## config.mk

```make
export PLATFORM = sky130hd
export DESIGN_NAME = exe_stage_flat
export DESIGN_NICKNAME = d
export VERILOG_FILES = /design/src/rtl/exe_stage_pkg.sv /design/src/rtl/exe_stage_if.sv /design/src/rtl/exe_stage_muldiv.sv /design/src/rtl/exe_stage.sv /design/src/flat_wrapper.sv
export SDC_FILE = /design/constraint.sdc
export NUM_CORES = 1
export LEC_CHECK = 0
export BUFFER_PORTS_ARGS = -buffer_cell sky130_fd_sc_hd__buf_2
export CAP_MARGIN = 30
export CORE_MARGIN = 5
export CORE_UTILIZATION = 30
export CTS_BUF_LIST = sky130_fd_sc_hd__clkbuf_2 sky130_fd_sc_hd__clkbuf_4 sky130_fd_sc_hd__clkbuf_8
export CTS_CLUSTER_DIAMETER = 150
export DETAILED_ROUTE_END_ITERATION = 10
export SYNTH_ARGS = -nofsm -noshare
export SYNTH_HDL_FRONTEND = slang
export SYNTH_SLANG_ARGS = --single-unit
```

## constraint.sdc

```tcl
create_clock -name clk -period 12.35 [get_ports clk]
set_input_delay 3.0875 -clock clk [delete_from_list [all_inputs] [get_ports clk]]
set_output_delay 3.0875 -clock clk [all_outputs]
set_load 0.01 [all_outputs]
```

## src/rtl/exe_stage_pkg.sv

```systemverilog
// Shared constants for the execute stage: EXE_CMD opcodes, forward-select codes, MUL/DIV FSM states.
package exe_stage_pkg;

  localparam logic [3:0] EXE_ADD = 4'b0000;
  localparam logic [3:0] EXE_SUB = 4'b0010;
  localparam logic [3:0] EXE_AND = 4'b0100;
  localparam logic [3:0] EXE_OR  = 4'b0101;
  localparam logic [3:0] EXE_NOR = 4'b0110;
  localparam logic [3:0] EXE_XOR = 4'b0111;
  localparam logic [3:0] EXE_SLL = 4'b1000;
  localparam logic [3:0] EXE_SRA = 4'b1001;
  localparam logic [3:0] EXE_SRL = 4'b1010;
  localparam logic [3:0] EXE_MUL = 4'b1100;
  localparam logic [3:0] EXE_DIV = 4'b1101;

  localparam logic [1:0] FWD_ID  = 2'd0;
  localparam logic [1:0] FWD_MEM = 2'd1;
  localparam logic [1:0] FWD_WB  = 2'd2;

  typedef enum logic [1:0] {
    MD_IDLE = 2'd0,
    MD_BUSY = 2'd1,
    MD_DONE = 2'd2
  } md_state_t;

endpackage

```

## src/rtl/exe_stage_if.sv

```systemverilog
// ID/EXE -> EXE/MEM bundle of the execute stage; master drives operands, slave is exe_stage.
interface exe_stage_if #(
  parameter int WIDTH = 32
);
  logic [3:0]       EXE_CMD;
  logic [WIDTH-1:0] val1;
  logic [WIDTH-1:0] val2;
  logic [WIDTH-1:0] imm_val;
  logic             is_imm;
  logic [1:0]       forward_signal_mux_1;
  logic [1:0]       forward_signal_mux_2_3;
  logic [WIDTH-1:0] MEM_ALU_result;
  logic [WIDTH-1:0] WB_value;
  logic             EXE_flush;
  logic [WIDTH-1:0] ALU_result;
  logic [WIDTH-1:0] ST_val;
  logic             exe_stall;
  logic             md_busy;

  modport master (
    output EXE_CMD, val1, val2, imm_val, is_imm,
    output forward_signal_mux_1, forward_signal_mux_2_3,
    output MEM_ALU_result, WB_value, EXE_flush,
    input  ALU_result, ST_val, exe_stall, md_busy
  );

  modport slave (
    input  EXE_CMD, val1, val2, imm_val, is_imm,
    input  forward_signal_mux_1, forward_signal_mux_2_3,
    input  MEM_ALU_result, WB_value, EXE_flush,
    output ALU_result, ST_val, exe_stall, md_busy
  );
endinterface

```

## src/rtl/exe_stage_muldiv.sv

```systemverilog
// Iterative signed MUL (and DIV when EXE_DIV_EN is defined): magnitude shift-add/subtract, sign fixed at end.
// Latency: stall WIDTH+1 cycles (start + WIDTH BUSY), result visible in the single DONE cycle.
// Backpressure: stall freezes upstream; flush aborts in any state and drops stall immediately.
module exe_stage_muldiv
  import exe_stage_pkg::*;
#(
  parameter int WIDTH = 32
) (
  input  logic             clk,
  input  logic             rst,
  input  logic             start_mul,
  input  logic             start_div,
  input  logic             flush,
  input  logic [WIDTH-1:0] op1,
  input  logic [WIDTH-1:0] op2,
  output logic             stall,
  output logic             busy,
  output logic             done,
  output logic [WIDTH-1:0] result
);

  localparam int CNT_W = $clog2(WIDTH);
  localparam logic [CNT_W-1:0] LAST = CNT_W'(WIDTH - 1);

  function automatic logic [WIDTH-1:0] mag(input logic [WIDTH-1:0] v);
    return v[WIDTH-1] ? (-v) : v;
  endfunction

  md_state_t        state;
  logic [CNT_W-1:0] cnt;
  logic [WIDTH-1:0] acc_q;
  logic [WIDTH-1:0] opa_q;
  logic [WIDTH-1:0] opb_q;
  logic [WIDTH-1:0] result_q;
  logic             neg_q;
  logic             start;
  logic [WIDTH-1:0] acc_nxt;
  logic [WIDTH-1:0] opa_nxt;
  logic [WIDTH-1:0] opb_nxt;
  logic [WIDTH-1:0] mag_res;
  logic [WIDTH-1:0] res_fix;

`ifdef EXE_DIV_EN
  logic             is_div_q;
  logic             divz_q;
  logic [WIDTH:0]   rem_sh;
  logic [WIDTH:0]   rem_sub;
`endif

  assign start = start_mul | start_div;

  // MUL: acc += opa when opb lsb set. DIV: acc is the remainder, opa shifts dividend out / quotient in.
  always_comb begin
    acc_nxt = acc_q + (opb_q[0] ? opa_q : '0);
    opa_nxt = opa_q << 1;
    opb_nxt = opb_q >> 1;
`ifdef EXE_DIV_EN
    rem_sh  = {acc_q, opa_q[WIDTH-1]};
    rem_sub = rem_sh - {1'b0, opb_q};
    if (is_div_q) begin
      opb_nxt = opb_q;
      if (!rem_sub[WIDTH]) begin
        acc_nxt = rem_sub[WIDTH-1:0];
        opa_nxt = {opa_q[WIDTH-2:0], 1'b1};
      end else begin
        acc_nxt = rem_sh[WIDTH-1:0];
        opa_nxt = {opa_q[WIDTH-2:0], 1'b0};
      end
    end
`endif
  end

  always_comb begin
    mag_res = acc_nxt;
`ifdef EXE_DIV_EN
    if (is_div_q) mag_res = opa_nxt;
`endif
    res_fix = neg_q ? (-mag_res) : mag_res;
`ifdef EXE_DIV_EN
    if (is_div_q && divz_q) res_fix = '1;
`endif
  end

  always_ff @(posedge clk or negedge rst) begin
    if (!rst) begin
      state    <= MD_IDLE;
      cnt      <= '0;
      acc_q    <= '0;
      opa_q    <= '0;
      opb_q    <= '0;
      result_q <= '0;
      neg_q    <= 1'b0;
`ifdef EXE_DIV_EN
      is_div_q <= 1'b0;
      divz_q   <= 1'b0;
`endif
    end else if (flush) begin
      state <= MD_IDLE;
      cnt   <= '0;
    end else begin
      case (state)
        MD_IDLE: begin
          if (start) begin
            state <= MD_BUSY;
            cnt   <= '0;
            acc_q <= '0;
            opa_q <= mag(op1);
            opb_q <= mag(op2);
            neg_q <= op1[WIDTH-1] ^ op2[WIDTH-1];
`ifdef EXE_DIV_EN
            is_div_q <= start_div;
            divz_q   <= (op2 == '0);
`endif
          end
        end
        MD_BUSY: begin
          acc_q <= acc_nxt;
          opa_q <= opa_nxt;
          opb_q <= opb_nxt;
          cnt   <= cnt + 1'b1;
          if (cnt == LAST) begin
            state    <= MD_DONE;
            result_q <= res_fix;
          end
        end
        // DONE never restarts: the instruction still sitting in EXE is the one just finished.
        MD_DONE: state <= MD_IDLE;
        default: state <= MD_IDLE;
      endcase
    end
  end

  assign stall  = rst & ~flush & (((state == MD_IDLE) & start) | (state == MD_BUSY));
  assign busy   = (state == MD_BUSY);
  assign done   = (state == MD_DONE);
  assign result = result_q;

endmodule

```

## src/rtl/exe_stage.sv

```systemverilog
// Execute stage: forwarding muxes, single-cycle ALU, iterative MUL (DIV only with EXE_DIV_EN defined).
// Latency: ALU ops 0 cycles; MUL/DIV stall WIDTH+1 cycles, result in DONE cycle.
// Backpressure: exe_stall freezes IF/ID/EXE and bubbles EXE/MEM; EXE_flush aborts MUL/DIV.
module exe_stage
  import exe_stage_pkg::*;
#(
  parameter int WIDTH = 32
) (
  input logic        clk,
  input logic        rst,
  exe_stage_if.slave bus
);

  logic [WIDTH-1:0] op1;
  logic [WIDTH-1:0] rt;
  logic [WIDTH-1:0] op2;
  logic [4:0]       shamt;
  logic [WIDTH-1:0] alu_res;
  logic             start_mul;
  logic             start_div;
  logic             md_stall;
  logic             md_busy_w;
  logic             md_done;
  logic [WIDTH-1:0] md_result;

  always_comb begin
    case (bus.forward_signal_mux_1)
      FWD_ID:  op1 = bus.val1;
      FWD_MEM: op1 = bus.MEM_ALU_result;
      FWD_WB:  op1 = bus.WB_value;
      default: op1 = bus.val1;
    endcase
    case (bus.forward_signal_mux_2_3)
      FWD_ID:  rt = bus.val2;
      FWD_MEM: rt = bus.MEM_ALU_result;
      FWD_WB:  rt = bus.WB_value;
      default: rt = bus.val2;
    endcase
  end

  assign op2   = bus.is_imm ? bus.imm_val : rt;
  assign shamt = op2[4:0];

  // MUL/DIV codes fall to the default here; their result comes from the engine's DONE cycle.
  always_comb begin
    alu_res = '0;
    case (bus.EXE_CMD)
      EXE_ADD: alu_res = op1 + op2;
      EXE_SUB: alu_res = op1 - op2;
      EXE_AND: alu_res = op1 & op2;
      EXE_OR:  alu_res = op1 | op2;
      EXE_NOR: alu_res = ~(op1 | op2);
      EXE_XOR: alu_res = op1 ^ op2;
      EXE_SLL: alu_res = op1 << shamt;
      EXE_SRL: alu_res = op1 >> shamt;
      EXE_SRA: alu_res = $unsigned($signed(op1) >>> shamt);
      default: alu_res = '0;
    endcase
  end

  assign start_mul = (bus.EXE_CMD == EXE_MUL);
`ifdef EXE_DIV_EN
  assign start_div = (bus.EXE_CMD == EXE_DIV);
`else
  assign start_div = 1'b0;
`endif

  exe_stage_muldiv #(
    .WIDTH(WIDTH)
  ) u_muldiv (
    .clk      (clk),
    .rst      (rst),
    .start_mul(start_mul),
    .start_div(start_div),
    .flush    (bus.EXE_flush),
    .op1      (op1),
    .op2      (op2),
    .stall    (md_stall),
    .busy     (md_busy_w),
    .done     (md_done),
    .result   (md_result)
  );

  assign bus.ALU_result = md_done ? md_result : alu_res;
  assign bus.ST_val     = rt;
  assign bus.exe_stall  = md_stall;
  assign bus.md_busy    = md_busy_w;

endmodule

```

## src/flat_wrapper.sv

```systemverilog
// flat-port wrapper written by rule: the top's interface ports become plain ports
module exe_stage_flat import exe_stage_pkg::*;
#(
  parameter int WIDTH = 32
)
  (clk, rst, bus_EXE_CMD, bus_val1, bus_val2, bus_imm_val, bus_is_imm, bus_forward_signal_mux_1, bus_forward_signal_mux_2_3, bus_MEM_ALU_result, bus_WB_value, bus_EXE_flush, bus_ALU_result, bus_ST_val, bus_exe_stall, bus_md_busy);
  exe_stage_if #(.WIDTH(WIDTH)) bus_i ();
  input logic clk;
  input logic rst;
  input wire logic [$bits(bus_i.EXE_CMD)-1:0] bus_EXE_CMD;
  input wire logic [$bits(bus_i.val1)-1:0] bus_val1;
  input wire logic [$bits(bus_i.val2)-1:0] bus_val2;
  input wire logic [$bits(bus_i.imm_val)-1:0] bus_imm_val;
  input wire logic [$bits(bus_i.is_imm)-1:0] bus_is_imm;
  input wire logic [$bits(bus_i.forward_signal_mux_1)-1:0] bus_forward_signal_mux_1;
  input wire logic [$bits(bus_i.forward_signal_mux_2_3)-1:0] bus_forward_signal_mux_2_3;
  input wire logic [$bits(bus_i.MEM_ALU_result)-1:0] bus_MEM_ALU_result;
  input wire logic [$bits(bus_i.WB_value)-1:0] bus_WB_value;
  input wire logic [$bits(bus_i.EXE_flush)-1:0] bus_EXE_flush;
  output wire logic [$bits(bus_i.ALU_result)-1:0] bus_ALU_result;
  output wire logic [$bits(bus_i.ST_val)-1:0] bus_ST_val;
  output wire logic [$bits(bus_i.exe_stall)-1:0] bus_exe_stall;
  output wire logic [$bits(bus_i.md_busy)-1:0] bus_md_busy;
  assign bus_i.EXE_CMD = bus_EXE_CMD;
  assign bus_i.val1 = bus_val1;
  assign bus_i.val2 = bus_val2;
  assign bus_i.imm_val = bus_imm_val;
  assign bus_i.is_imm = bus_is_imm;
  assign bus_i.forward_signal_mux_1 = bus_forward_signal_mux_1;
  assign bus_i.forward_signal_mux_2_3 = bus_forward_signal_mux_2_3;
  assign bus_i.MEM_ALU_result = bus_MEM_ALU_result;
  assign bus_i.WB_value = bus_WB_value;
  assign bus_i.EXE_flush = bus_EXE_flush;
  assign bus_ALU_result = bus_i.ALU_result;
  assign bus_ST_val = bus_i.ST_val;
  assign bus_exe_stall = bus_i.exe_stall;
  assign bus_md_busy = bus_i.md_busy;
  exe_stage #(.WIDTH(WIDTH)) u_core (.clk(clk), .rst(rst), .bus(bus_i));
endmodule
```

==> flow_summary_export.csv, run 1 <==
group,metric,value,unit
synthesis,synth_top_family_by_area,"compound AO/OA/AOI/OAI gates",
floorplan,fp.coreArea,0.0670,mm2
critical_path,crit_path_start_kind,"input port",
pwr,p_int,1.33,mW
critical_path,cp.buffers_inverters,4,
pwr,comb_power_share,64.0,%
floorplan,rows,95,
synthesis,synth.area.mux_share,7.29,%
detailed_routing,via_per_inst,6.03,
floorplan,start_util,30.2,%
critical_path,max_stage_delay,0.69,ns
detailed_routing,ant_nets,0,
placement,io_buffers,237,
critical_path,crit_arrival,8.83,ns
global_route,first_global_vias,21293,
cts,h-tree-depth,4,
synthesis,yosysUniqueCellTypes,94,
cts,post_cts_buffers,0,
timing,setup_violations,0,
pwr,pwr-share-clk,14.7,%
global_route,grt_overflow,0,
critical_path,rr_worst_depth,13,
timing,clock_skew,0.0319,ns
pwr,pwr_density_cell,121,mW/mm2
cts,root_buffer,"clkbuf_8",
timing,finalHoldViolCount,0,
critical_path,end_kind,"primary output",
worst_hold_path,min_path_type,"flip-flop to flip-flop",
synthesis,yosys.area_share.adder,9.04,%
synthesis,syn-num-nets,3187,
critical_path,cp_top_family,"compound AO/OA/AOI/OAI gates",
detailed_routing,dr.pass1.iters,6,
global_route,grt_pass1_wl,143000,um
cts,clk_latency,0.52,ns
cells_and_area,nNetsFinal,3320,
cts,cts_tree,"yes",
cells_and_area,drive_gt1_share,14.8,%
cells_and_area,instances_no_fill,3890,
floorplan,dieWidth,270,um
timing,max_freq,0.0839,GHz
detailed_routing,first_iter_violations,3426,
synthesis,synth-xor-area-share,6.66,%
pwr,seqPwrFrac,21.3,%
critical_path,crit_type,"input port to primary output",
floorplan,pin_count,238,
synthesis,yosysSeqAreaShare,16.8,%
floorplan,die_area,0.0728,mm2
synthesis,ys_ff_latch,136,
detailed_routing,wl_per_cell,25.1,um
pwr,ir_worst_vdd,0.0000805,V
synthesis,synth-simple-area-share,22.3,%
synthesis,syn_area,0.0202,mm2
timing,tns,0,ns
timing,slew_viol_final,0,
cts,cts_buffers,17,
detailed_routing,num_vias,23476,
cells_and_area,fillers,7271,
worst_hold_path,min_to,"u_core.u_muldiv.result[10]$_DFFE_PN0P_",
placement,hpwl,76600,um
critical_path,cp_max_fo,50,
synthesis,avgSynthCellArea,7.05,um2
timing,period_share,96.5,%
timing,worst_slew_pin_slew,1.08,ns
pwr,p_sw_share,52.1,%
cts,cts_sinks,136,
detailed_routing,drc_errors,0,
placement,dp_cells,3857,
synthesis,synth_top_area_share,16.8,%
floorplan,die_h,270,um
timing,slew_headroom,27.6,%
timing,fin_crit,11.92,ns
pwr,p_leak,10.4,nW
cts,cts_buffer_depth,2,
synthesis,syn_inst,2870,
critical_path,critPathSlowestCell,"o32ai_1",
critical_path,path_cells,"buf_2 > inv_1 > ha_1 > buf_12 > a221oi_1 > o22ai_1 > o32ai_1 > nand3_1 > nor3_2 > a21oi_1 > xnor2_1 > ha_1 > a21o_1 > a21o_1 > a21oi_1 > nand2_1 > a41o_1 > xor2_1 > a222oi_1 > o21ai_0 > buf_2",
synthesis,synth.most_common_cell,"nand2_1",
worst_hold_path,hold_depth,2,
cts,clk_pin_slew,0.09,ns
pwr,switching_power,1.44,mW
synthesis,synth-compound-area-share,31.7,%
timing,grt_setup_unrepaired,"false",
global_route,grt_max_degree,77,
worst_hold_path,hold_start,"u_core.u_muldiv.result[10]$_DFFE_PN0P_",
critical_path,rr_startpoint,"u_core.u_muldiv.opb_q[0]$_DFFE_PN0P_",
cts,cts_resized,0,
critical_path,critPathRequiredTime,9.26,ns
global_route,antenna_found_initial,2,
synthesis,ys.flop_type,"dfrtp_1",
cells_and_area,syn_to_final_growth,12.9,%
synthesis,synth-edff-count,0,
critical_path,rr_endpoint,"u_core.u_muldiv.result[25]$_DFFE_PN0P_",
global_route,grt_usage,25.3,%
synthesis,synth_area_leaders,"dfrtp_1 (17%), ha_1 (8.8%), nand2_1 (8.1%)",
synthesis,async_reset_ff_share,100,%
synthesis,synth_common_cells,"nand2_1 (435), o21ai_0 (273), nor2_1 (241), a21oi_1 (216), clkbuf_1 (150)",
synthesis,yosysTopAreaCell,"dfrtp_1",
placement,gp_congestion,1.09,
synthesis,synth_warnings,0,
flow_run,maxCapViolations,0,
outcome,status,"finished, final reports clean",
critical_path,rrSetupSlack,7.43,ns
detailed_routing,wl,97500,um
cts,hold_buffers,0,
logic make-up (layout without fill, tap and decap cells):
family | Yosys count | after routing
buf+inv | 318 | 464
mux | 132 | 132
compound gates | 988 | 988
xor+xnor | 154 | 154
fa+ha+maj | 145 | 145
flops | 136 | 136
simple gates | 997 | 997
other cells | 0 | 1
per-layer routing:
layer | track usage, % | part of all wire, %
met1 | 35.1 | 42
met2 | 38.4 | 43
met3 | 3.90 | 9.5
met4 | 11.8 | 5.6
met5 | 0 | 0
area by class of cell:
class	instances	area, um2	share of cell area [%]
Antenna cell	1	2.50	0.0109
Clock buffer	18	248	1.08
Clock inverter	14	165	0.723
Inverter	102	383	1.67
Multi-Input combinational cell	2416	15600	68.4
Sequential cell	136	3400	14.9
Tap cell	873	1090	4.78
Timing Repair Buffer	330	1920	8.41
worst register-to-register path, delay by kind of cell, from the launching register on:
| kind | cells | cell delay, ns |
|---|---|---|
| adders and majority gates | 2 | 0.64 |
| DFF | 1 | 0.74 |
| xor gates and xnor gates | 2 | 0.54 |
| AOI/OAI and AO/OA | 6 | 1.65 |
| and+or+nand+nor | 3 | 1.19 |
metrics by stage:
step	setup WS [ns]	hold slack, ns	cell area, um2	util (%)	total power [mW]
after global placement	0.739	0.461	22400	33.4	2.30
after CTS	0.715	0.485	22900	34.1	2.72
after global routing	0.196	0.504	22900	34.1	2.92
after detailed placement	0.752	0.463	22400	33.5	2.30
after floorplan	1.04	0.438	20200	-	1.72
final	0.430	0.482	22900	34.1	2.77
how the worst max path moves through the flow:
stage,to,slack [ns],start,cells past startpoint
after floorplan,bus_ALU_result[27],1.04,bus_forward_signal_mux_2_3[0],23
after global placement,bus_ALU_result[23],0.74,bus_forward_signal_mux_2_3[0],21
after detailed placement,bus_ALU_result[23],0.75,bus_forward_signal_mux_2_3[0],21
after CTS,bus_ALU_result[23],0.72,bus_forward_signal_mux_2_3[0],21
after global routing,bus_ALU_result[23],0.20,bus_forward_signal_mux_2_3[0],21
final,bus_ALU_result[23],0.43,bus_forward_signal_mux_2_3[0],21
state kept, by name, indices dropped and copies added (netlist names):
name                    cells
u_core.u_muldiv.cnt         5
u_core.u_muldiv.opb_q      32
u_core.u_muldiv.state       2
u_core.u_muldiv.acc_q      32
u_core.u_muldiv.opa_q      32
u_core.u_muldiv.result     32
u_core.u_muldiv.neg_q       1
cell usage in the layout, fill, tap and decap left out, types with 14 or more instances in the layout:
cell / synthesis / final
nand3_1: 52 / 52
dfrtp_1: 136 / 136
o21ai_0: 273 / 269
ha_1: 143 / 142
a21oi_1: 216 / 215
mux2i_1: 108 / 108
xor2_1: 31 / 31
inv_1: 93 / 93
nand2_1: 435 / 434
nand2b_1: 22 / 22
xnor2_1: 123 / 123
and3_1: 22 / 22
a221o_1: 20 / 20
nand4_1: 18 / 18
buf_2: 36 / 236
and2_1: 45 / 45
nor2b_1: 35 / 33
nor3_1: 50 / 49
a22o_1: 22 / 22
a31oi_1: 36 / 35
a221oi_1: 39 / 39
a211oi_1: 34 / 34
o31ai_1: 25 / 25
nor2_1: 241 / 241
buf_4: 0 / 88
clkbuf_8: 0 / 18
o221ai_1: 14 / 14
o22ai_1: 34 / 34
or3_1: 22 / 21
o211ai_1: 47 / 47
a21o_1: 42 / 42
a22oi_1: 39 / 39
o21ai_1: 31 / 33
power by group through the flow:
stage | Sequential, mW | Clock, mW | Combinational (mW)
floorplan | 0.570 | 0 | 1.15
global route | 0.601 | 0.430 | 1.89
CTS | 0.588 | 0.414 | 1.72
global placement | 0.603 | 0 | 1.69
finish | 0.590 | 0.406 | 1.77
detailed placement | 0.598 | 0 | 1.71
No activity file was read; power rests on OpenSTA's default activity.
==> run 2, diff against run 1 <==
--- a/config.mk
+++ b/config.mk
@@ -5,8 +5,10 @@
 export SDC_FILE = /design/constraint.sdc
 export NUM_CORES = 1
 export LEC_CHECK = 0
+export ABC_AREA = 1
 export BUFFER_PORTS_ARGS = -buffer_cell sky130_fd_sc_hd__buf_2
 export CAP_MARGIN = 30
+export CORE_ASPECT_RATIO = 2
 export CORE_MARGIN = 5
 export CORE_UTILIZATION = 30
 export CTS_BUF_LIST = sky130_fd_sc_hd__clkbuf_2 sky130_fd_sc_hd__clkbuf_4 sky130_fd_sc_hd__clkbuf_8
==> constraint.sdc (replaced) <==
create_clock -name clk -period 10.6 [get_ports clk]
set_input_delay 2.65 -clock clk [delete_from_list [all_inputs] [get_ports clk]]
set_output_delay 2.65 -clock clk [all_outputs]
set_load 0.01 [all_outputs]
==> flow_summary_export.csv, run 2 <==
group,metric,value,unit
critical_path,critPathSlowestCell,"o21ai_0",
synthesis,syn_area,0.0217,mm2
detailed_routing,wl_per_cell,25.2,um
synthesis,ys_ff_latch,136,
synthesis,avgSynthCellArea,5.65,um2
pwr,pwr_density_cell,152,mW/mm2
cells_and_area,register_area,0.00340,mm2
critical_path,end_kind,"primary output",
critical_path,crit_path_start_kind,"input port",
critical_path,crit_type,"input port to primary output",
placement,dp_cells,4899,
cells_and_area,fillers,8244,
detailed_routing,via_per_inst,5.52,
timing,slew_headroom,18.2,%
synthesis,synth-edff-count,0,
floorplan,dieWidth,200,um
flow_run,maxCapViolations,0,
cts,cts_sinks,136,
cts,cts_resized,0,
detailed_routing,first_iter_violations,2636,
synthesis,synth_area_leaders,"nand2_1 (23%), dfrtp_1 (16%), nand3_1 (12%)",
global_route,grt_pass1_wl,176000,um
cts,post_cts_buffers,0,
critical_path,critPathRequiredTime,7.95,ns
cells_and_area,final_area,0.0243,mm2
cts,hold_buffers,0,
global_route,grt_max_degree,75,
cells_and_area,instances_no_fill,4938,
placement,io_buffers,237,
detailed_routing,dr.pass1.iters,7,
cts,cts_tree,"yes",
critical_path,crit_top_cell,"nand2_1",
synthesis,synth.most_common_cell,"nand2_1",
cells_and_area,drive_gt1_share,13.1,%
cts,cts_buffers,17,
synthesis,synth_common_cells,"nand2_1 (1327), nand3_1 (534), inv_1 (332), nor2_1 (287), a21oi_1 (214)",
timing,worst_slew_pin_slew,1.23,ns
pwr,switching_power,2.09,mW
outcome,status,"finished, final reports clean",
cts,root_buffer,"clkbuf_8",
global_route,grt_usage,30.9,%
timing,tns,0,ns
cells_and_area,final_cell_mix,"nand2_1 (1325), nand3_1 (534), inv_1 (331)",
floorplan,pin_count,238,
timing,worst_slack,0.280,ns
pwr,p_leak,12.8,nW
critical_path,max_stage_delay,0.42,ns
pwr,p_int,1.60,mW
cts,clk_pin_slew,0.08,ns
timing,setup_violations,0,
placement,hpwl,101000,um
floorplan,die_area,0.0780,mm2
synthesis,ys.flop_type,"dfrtp_1",
worst_hold_path,min_path_type,"flip-flop to flip-flop",
critical_path,crit_arrival,7.67,ns
cts,h-tree-depth,4,
floorplan,die_h,390,um
floorplan,start_util,30.2,%
pwr,seqPwrFrac,19.5,%
placement,place_area,0.0238,mm2
synthesis,syn-num-nets,4152,
timing,clock_skew,0.0233,ns
cells_and_area,syn_to_final_growth,12.3,%
detailed_routing,wl,124000,um
synthesis,yosysTopAreaCell,"nand2_1",
synthesis,syn_inst,3835,
global_route,grt_overflow,0,
timing,grt_setup_unrepaired,"false",
floorplan,rows,139,
synthesis,synth_warnings,0,
detailed_routing,drc_errors,0,
global_route,antenna_found_initial,6,
timing,period_share,97.4,%
synthesis,yosysSeqAreaShare,15.7,%
pwr,pwr-share-clk,14.1,%
timing,whs,0.479,ns
critical_path,cp_max_fo,23,
placement,gp_congestion,1.09,
timing,max_freq,0.0969,GHz
cts,cts_buffer_depth,2,
cts,clk_latency,0.52,ns
synthesis,async_reset_ff_share,100,%
pwr,ir_worst_vdd,0.0000842,V
detailed_routing,ant_nets,0,
timing,fin_crit,10.32,ns
detailed_routing,num_vias,27251,
cells_and_area,final_common_cell,"nand2_1",
cells_and_area,nNetsFinal,4321,
global_route,first_global_vias,26810,
timing,slew_viol_final,0,
cells_and_area,multi_input_area,0.0161,mm2
synthesis,yosysUniqueCellTypes,62,
timing,finalHoldViolCount,0,
synthesis,synth_top_area_share,23.0,%
pwr,comb_power_share,66.3,%
placement,place_ws,0.294,ns
pwr,p_sw_share,56.6,%
floorplan,fp.coreArea,0.0717,mm2
[run 2: cell types whose count changed after synthesis, sizes merged, moves of 76 or more]
cell and change:
nand2 +917, nand3 +495, inv +262, xnor2 -116, mux2i -108, nor2 +76
[run 2: power by group through the flow]
stage	Clock [mW]	Combinational [mW]	Sequential (mW)
after floorplan	0	1.48	0.697
final	0.521	2.45	0.721
after detailed placement	0	2.37	0.728
after CTS	0.535	2.38	0.718
after global placement	0	2.37	0.725
after global routing	0.556	2.64	0.735
[run 2: worst paths after layout]
path	startpoint	to	slack [ns]	cells after the start
setup reg to reg	u_core.u_muldiv.opb_q[0]$_DFFE_PN0P_	u_core.u_muldiv.result[27]$_DFFE_PN0P_	6.86	21
min in group asynchronous	rst	u_core.u_muldiv.opb_q[17]$_DFFE_PN0P_	2.07	1
hold / removal	u_core.u_muldiv.opb_q[28]$_DFFE_PN0P_	u_core.u_muldiv.opb_q[28]$_DFFE_PN0P_	0.48	2
max in group asynchronous	rst	u_core.u_muldiv.result[4]$_DFFE_PN0P_	7.32	2
hold reg to reg	u_core.u_muldiv.opb_q[28]$_DFFE_PN0P_	u_core.u_muldiv.opb_q[28]$_DFFE_PN0P_	0.48	2
setup / recovery	bus_forward_signal_mux_2_3[0]	bus_ALU_result[13]	0.28	28
[run 2: final cells by class]
type	instances	share of cell area (%)
antenna	5	0.0514
clock buffer	22	1.22
clock inverter	10	0.679
inverter	366	5.67
multi-input combinational	3161	66.1
sequential	136	14.0
tap	916	4.71
timing repair buffer	322	7.58
[run 2: per-stage QoR]
| step | utilization [%] | power, mW |
|---|---|---|
| final | 33.9 | 3.69 |
| after global routing | 33.9 | 3.93 |
| after CTS | 33.9 | 3.63 |
| after detailed placement | 33.2 | 3.10 |
| after global placement | 33.2 | 3.09 |
| after floorplan | - | 2.18 |
[run 2: kinds of logic (layout without fill, tap and decap cells)]
kind of cell    after synthesis  after routing  share of synthesized area (%)
xor+xnor                     31             31                           1.25
compound gates              640            640                           17.8
buf+inv                     538            720                           10.3
flops                       136            136                           15.7
fa+ha+maj                   145            145                           8.45
simple gates               2345           2345                           46.6
other cells                   0              5                              0
[run 2: routing by layer]
layer  track usage, %  vias to the layer above  share of wire (%)
met2             54.7                     1362                 50
met1             28.7                    12360                 31
met3             4.32                      505                6.0
li1                 -                    13022                  -
met5           0.0650                        -              0.010
met4             32.0                        2                 13
[run 2: worst max-delay path: cells and delay by family]
| kind | cells | cell delay [ns] |
|---|---|---|
| buffers and inverters | 7 | 0.92 |
| AND/OR/NAND/NOR | 12 | 1.58 |
| AO/OA/AOI/OAI | 7 | 1.78 |
| adder cells (fa/ha/maj) | 2 | 0.73 |
